===== src/rtl/hazard_controller.sv =====
// Hazard and sequencing controller for the 5-stage RV32 pipeline: E-stage forwarding,
// load-use stalls, branch flushes, data-memory wait freezes, timeout trap and perf counters.
module hazard_controller #(
    parameter int unsigned INIT_CYCLES = 2,
    parameter int unsigned TIMEOUT     = 64,
    parameter int unsigned CNT_W       = 16
) (
    input  logic             clk,
    input  logic             rst,
    input  logic [4:0]       RS1D,
    input  logic [4:0]       RS2D,
    input  logic [4:0]       RS1E,
    input  logic [4:0]       RS2E,
    input  logic [4:0]       RDE,
    input  logic [4:0]       RDM,
    input  logic [4:0]       RDW,
    input  logic             ResultSrcE,
    input  logic             RegWriteM,
    input  logic             RegWriteW,
    input  logic             PCSrcE,
    input  logic             MemReqM,
    input  logic             MemReadyM,
    output logic [1:0]       ForwardAE,
    output logic [1:0]       ForwardBE,
    output logic             StallF,
    output logic             StallD,
    output logic             StallE,
    output logic             StallM,
    output logic             FlushD,
    output logic             FlushE,
    output logic             BubbleW,
    output logic             mem_err,
    output logic [CNT_W-1:0] lw_stall_cnt,
    output logic [CNT_W-1:0] mem_stall_cnt,
    output logic [CNT_W-1:0] flush_cnt
);

    typedef enum logic [1:0] {
        S_INIT     = 2'd0,
        S_RUN      = 2'd1,
        S_MEM_WAIT = 2'd2,
        S_ERROR    = 2'd3
    } state_t;

    localparam logic [3:0]       LP_INIT_LAST = 4'(INIT_CYCLES - 1);
    localparam logic [8:0]       LP_TIMEOUT   = 9'(TIMEOUT);
    localparam logic [CNT_W-1:0] LP_CNT_ONE   = CNT_W'(1);

    state_t           r_state;
    state_t           w_next_state;
    logic [3:0]       r_init_cnt;
    logic [7:0]       r_wait_cnt;
    logic             r_mem_err;
    logic [CNT_W-1:0] r_lw_cnt;
    logic [CNT_W-1:0] r_ms_cnt;
    logic [CNT_W-1:0] r_fl_cnt;

    logic       w_lw_stall;
    logic       w_mem_wait;
    logic       w_active;
    logic       w_run_eq;
    logic [8:0] w_wait_inc;
    logic       w_timeout;

    assign w_lw_stall = ResultSrcE && (RDE != 5'd0) && ((RDE == RS1D) || (RDE == RS2D));
    assign w_mem_wait = MemReqM && !MemReadyM;
    assign w_active   = (r_state == S_RUN) || (r_state == S_MEM_WAIT);
    // The MEM_WAIT exit cycle uses the RUN equations, so held hazards are counted there.
    assign w_run_eq   = w_active && !w_mem_wait;
    assign w_wait_inc = {1'b0, r_wait_cnt} + 9'd1;
    assign w_timeout  = (w_wait_inc >= LP_TIMEOUT);

    // Forwarding is state-independent but forced to register-file select while in reset.
    always_comb begin
        ForwardAE = 2'b00;
        ForwardBE = 2'b00;
        if (rst) begin
            if (RegWriteM && (RDM != 5'd0) && (RDM == RS1E))      ForwardAE = 2'b10;
            else if (RegWriteW && (RDW != 5'd0) && (RDW == RS1E)) ForwardAE = 2'b01;
            if (RegWriteM && (RDM != 5'd0) && (RDM == RS2E))      ForwardBE = 2'b10;
            else if (RegWriteW && (RDW != 5'd0) && (RDW == RS2E)) ForwardBE = 2'b01;
        end
    end

    always_ff @(posedge clk or negedge rst) begin
        if (!rst) r_state <= S_INIT;
        else      r_state <= w_next_state;
    end

    always_comb begin
        w_next_state = r_state;
        case (r_state)
            S_INIT:     if (r_init_cnt == LP_INIT_LAST) w_next_state = S_RUN;
            S_RUN:      if (w_mem_wait) w_next_state = S_MEM_WAIT;
            S_MEM_WAIT: begin
                if (!w_mem_wait)    w_next_state = S_RUN;
                else if (w_timeout) w_next_state = S_ERROR;
            end
            S_ERROR:    w_next_state = S_ERROR;
            default:    w_next_state = S_INIT;
        endcase
    end

    always_comb begin
        StallF  = 1'b0;
        StallD  = 1'b0;
        StallE  = 1'b0;
        StallM  = 1'b0;
        FlushD  = 1'b0;
        FlushE  = 1'b0;
        BubbleW = 1'b0;
        case (r_state)
            S_RUN, S_MEM_WAIT: begin
                if (w_mem_wait) begin
                    StallF  = 1'b1;
                    StallD  = 1'b1;
                    StallE  = 1'b1;
                    StallM  = 1'b1;
                    BubbleW = 1'b1;
                end else begin
                    StallF = w_lw_stall;
                    StallD = w_lw_stall;
                    FlushD = PCSrcE;
                    FlushE = w_lw_stall || PCSrcE;
                end
            end
            S_ERROR: begin
                StallF  = 1'b1;
                StallD  = 1'b1;
                StallE  = 1'b1;
                StallM  = 1'b1;
                BubbleW = 1'b1;
            end
            default: begin
                StallF = 1'b1;
                FlushD = 1'b1;
                FlushE = 1'b1;
            end
        endcase
    end

    always_ff @(posedge clk or negedge rst) begin
        if (!rst) begin
            r_init_cnt <= '0;
            r_wait_cnt <= '0;
            r_mem_err  <= 1'b0;
        end else begin
            if (r_state == S_INIT) r_init_cnt <= r_init_cnt + 4'd1;
            if ((r_state == S_RUN) && w_mem_wait) begin
                r_wait_cnt <= 8'd1;
            end else if ((r_state == S_MEM_WAIT) && w_mem_wait) begin
                r_wait_cnt <= w_wait_inc[7:0];
                if (w_timeout) r_mem_err <= 1'b1;
            end
        end
    end

    always_ff @(posedge clk or negedge rst) begin
        if (!rst) begin
            r_lw_cnt <= '0;
            r_ms_cnt <= '0;
            r_fl_cnt <= '0;
        end else begin
            if (w_run_eq && w_lw_stall && (r_lw_cnt != '1)) r_lw_cnt <= r_lw_cnt + LP_CNT_ONE;
            if (w_active && w_mem_wait && (r_ms_cnt != '1)) r_ms_cnt <= r_ms_cnt + LP_CNT_ONE;
            if (w_run_eq && PCSrcE && (r_fl_cnt != '1))     r_fl_cnt <= r_fl_cnt + LP_CNT_ONE;
        end
    end

    assign mem_err       = r_mem_err;
    assign lw_stall_cnt  = r_lw_cnt;
    assign mem_stall_cnt = r_ms_cnt;
    assign flush_cnt     = r_fl_cnt;

endmodule


===== config.mk =====
export PLATFORM = sky130hd
export DESIGN_NAME = hazard_controller
export DESIGN_NICKNAME = d
export VERILOG_FILES = /design/src/rtl/hazard_controller.sv
export SDC_FILE = /design/constraint.sdc
export NUM_CORES = 1
export LEC_CHECK = 0
export ABC_AREA = 1
export CAP_MARGIN = 20
export CORE_ASPECT_RATIO = 0.5
export CORE_MARGIN = 2
export CORE_UTILIZATION = 50
export CTS_CLUSTER_SIZE = 10
export DETAILED_ROUTE_END_ITERATION = 10
export GPL_TIMING_DRIVEN = 0
export MAX_ROUTING_LAYER = met4
export PLACE_DENSITY_LB_ADDON = 0.15
export SETUP_SLACK_MARGIN = 0.5
export SLEW_MARGIN = 20
export SYNTH_ARGS = -nofsm -noshare
export SYNTH_HDL_FRONTEND = slang
export SYNTH_SLANG_ARGS = --single-unit

===== constraint.sdc =====
create_clock -name clk -period 2.9 [get_ports clk]
set_input_delay 0.435 -clock clk [delete_from_list [all_inputs] [get_ports clk]]
set_output_delay 0.435 -clock clk [all_outputs]
set_load 0.05 [all_outputs]

==> flow_metrics.py <==
metrics = {
    "global_routing": {
        "grt_overflow": 0,
        "first_global_vias": 3450,
        "grt_util_met3_pct": 5.86,
        "grt_util_met1_pct": 28.5,
        "grt_pass1_wl_mm": 15.7,
        "grtUsageMet2_pct": 37.2,
        "top_usage_layer": "met2",
        "grt_max_degree": 42,
        "antenna_found_initial": 0,
        "track_usage_pct": 23.1,
    },
    "cells_and_area": {
        "design_area_um2": 5550,
        "drive_above_1_share_pct": 8.28,
        "nets": 714,
        "antenna_cells": 0,
        "final.fill_count": 669,
        "area_growth_pct": 36.5,
    },
    "timing": {
        "maxSlewHeadroom_pct": 64.4,
        "setup_viol": 0,
        "whs_ns": 0.0118,
        "period_share_pct": 79.8,
        "worstMarginPinSlew_ns": 0.533,
        "hold_violations": 0,
        "period_minus_slack_ns": 2.31,
        "drv_slew": 0,
        "fmax_mhz": 432,
        "rsz0062_at_grt": "no",
        "skew_ns": 0.00726,
    },
    "critical_path": {
        "crit_chain": "clkdlybuf4s50_1 -> inv_1 -> nand2_1 -> nand2_1 -> nor2_1 -> nand3_1 -> nand2_2 -> a21oi_2 -> a21oi_1 -> buf_4",
        "cpPeakStageDelay_ns": 0.53,
        "worstPathArrival_ns": 1.88,
        "path_max_fanout": 4,
        "critical_path_class": "input pin to primary output",
        "slowest_stage": "clkdlybuf4s50_1",
        "crit_top_cell": "nand2_1",
        "cp.required_ns": 2.47,
        "critPathCaptureType": "primary output",
        "startpoint_type": "input pin",
    },
    "clock_tree": {
        "cts_buffers": 9,
        "htreeDepth": 3,
        "cts_sinks": 63,
        "clk_pin_slew_ns": 0.05,
        "cts_tree": "yes",
        "postCtsHoldBufs": 0,
        "clock_path_buffers": 2,
        "cts_root_buf": "clkbuf_16",
        "clk_latency_ns": 0.33,
    },
    "power_and_ir_drop": {
        "seqPwrFrac_pct": 30.1,
        "finalPower_mw": 4.10,
        "leakage_nw": 2.69,
        "power_frac_comb_pct": 44.0,
        "power_density_nw_per_um2": 739,
        "intPower_mw": 2.35,
        "pwr-share-clk_pct": 25.8,
        "switching_share_pct": 42.6,
        "netSwitchingPower_mw": 1.75,
        "peakVddDrop_v": 0.000534,
    },
    "run": {
        "drv_cap": 0,
    },
    "detailed_routing": {
        "wl_per_cell_um": 12.1,
        "vias": 3785,
        "drc_errors": 0,
        "drt-total-wl_mm": 9.41,
        "viasPerCell": 4.88,
        "ant_nets": 0,
        "first_pass_iters": 4,
        "drt_iter0_drc": 252,
    },
    "floorplan": {
        "rows": 23,
        "die_area_um2": 8910,
        "core_area_um2": 7940,
        "dieHeight_um": 67.8,
        "io_pins": 103,
        "die_x_um": 132,
        "initial_core_util_pct": 51.2,
    },
    "logic_synthesis": {
        "syn-num-nets": 598,
        "synth_edf_count": 0,
        "ys.flop_type": "dfrtp_1",
        "synthMostInstantiatedCell": "nand2_1",
        "yosysWarnings": 0,
        "async_flop_share_pct": 100,
        "synth_top_area_share_pct": 38.8,
        "netlist_top_cells_count": "nand2_1, inv_1, dfrtp_1, nor2_1, xor2_1",
        "syn_area_um2": 4070,
        "yosysTopAreaCell": "dfrtp_1",
        "avgSynthCellArea_um2": 7.49,
        "netlist_instances": 543,
        "synth_area_leaders": "dfrtp_1, nand2_1, xor2_1, inv_1, xnor2_1",
        "synth-seq-cells": 63,
        "ys_types": 32,
        "ys_seq_area_share_pct": 38.8,
    },
    "placement": {
        "port_buffers": 102,
        "dpl.hpwl_mm": 7.00,
        "place.gp.congestion": 0.884,
        "dpl_cell_area_um2": 5250,
    },
    "worst_hold_path": {
        "hold_path.class": "input pin to async pin",
    },
    "status": {
        "status": "finished clean",
    },
}
repair_timing:
action	in CTS	in global routing
setup buffers	0	2
gates resized for setup	56	16
gates cloned	0	0
endpoints found under the hold margin	0	0
setup endpoints to repair	11	10
pin swaps	0	3
routing by layer:
metal  vias up  share of wire (%)
met5         -                  0
met4         0                1.1
met3        10                5.2
li1       1937                  -
met1      1743                 48
met2        95                 45
final timing paths:
check	from	end	slack [ns]	depth (start not counted)
min	rst	mem_stall_cnt[15]	0.01	1
max reg2reg	r_state[1]	flush_cnt[13]	1.00	9
max in group asynchronous	rst	lw_stall_cnt[1]	2.35	2
min in group clk	mem_err	mem_err	0.47	1
max	RDE[0]	StallD	0.59	10
min reg2reg	mem_err	mem_err	0.47	1
final cells by class:
cell class	count	area [µm²]	share of cell area, %
well taps	112	140	2.52
multi-input cells	405	2200	39.6
clock buffers	13	250	4.51
flip-flops and latches	63	1580	28.4
repair buffers	105	1030	18.5
inverters	69	259	4.67
clock inverters	3	42.5	0.766
plain buffers	6	56.3	1.01
worst max-delay path, delay by kind of cell:
family	cells	cell delay (ns)
AND/OR/NAND/NOR	5	0.40
buffers and inverters	3	0.82
AO/OA/AOI/OAI	2	0.23
placed cells by master (no fill, tap or decap), drive strengths merged:
master and count:
nand2 165, clkdlybuf4s50 85, inv 69, dfrtp 63
nor2 61, xor2 36, nand3 31, xnor2 27
buf 20, o21ai 19, nand4 14, nor3 14
clkbuf 13, ha 12, a21oi 11, dlymetal6s2s 5
or2 3, nand3b 3, a22o 2, o41ai 1
a211oi 1, o31ai 1, o22ai 1, and3b 1
a31oi 1, o21a 1, clkinvlp 1, bufinv 1
clkinv 1, clkdlybuf4s15 1
cell families (layout without fill, tap and decap cells):
group                      after synthesis  count (layout)  share of synthesized area, %
and+or+nand+nor                        292             292                          31.0
buffers and inverters                   75             196                          7.75
xor gates and xnor gates                63              63                          13.6
DFF                                     63              63                          38.8
AOI/OAI and AO/OA                       38              38                          5.20
adders and majority gates               12              12                          3.69
flip-flops by register name, indices dropped and copies added (netlist names):
register and count:
flush_cnt 16, lw_stall_cnt 16, mem_err 1, mem_stall_cnt 16, r_init_cnt 4, r_state 2
r_wait_cnt 8
power by group through the flow:
| stage | Clock (mW) | Sequential, mW | Combinational, mW |
|---|---|---|---|
| 3_3_place_gp | 0 | 1.24 | 1.80 |
| 2_1_floorplan | 0 | 1.57 | 0.903 |
| 6_report | 1.06 | 1.24 | 1.81 |
| 3_5_place_dp | 0 | 1.24 | 1.83 |
| 5_1_grt | 1.13 | 1.27 | 1.94 |
| 4_1_cts | 1.08 | 1.24 | 1.79 |
metrics by stage:
| step | util, % | std cells | TNS, ns | setup WS [ns] |
|---|---|---|---|---|
| 6_report | 69.9 | 776 | 0 | 0.586 |
| 5_1_grt | 69.9 | 776 | 0 | 0.478 |
| 4_1_cts | 69.4 | 774 | 0 | 0.498 |
| 3_5_place_dp | 66.1 | 758 | -0.385 | -0.168 |
| 3_3_place_gp | 65.9 | 757 | -60.58 | -2.37 |
| 2_1_floorplan | - | 543 | 0 | 0.378 |
No activity file was read; power rests on OpenSTA's default activity.
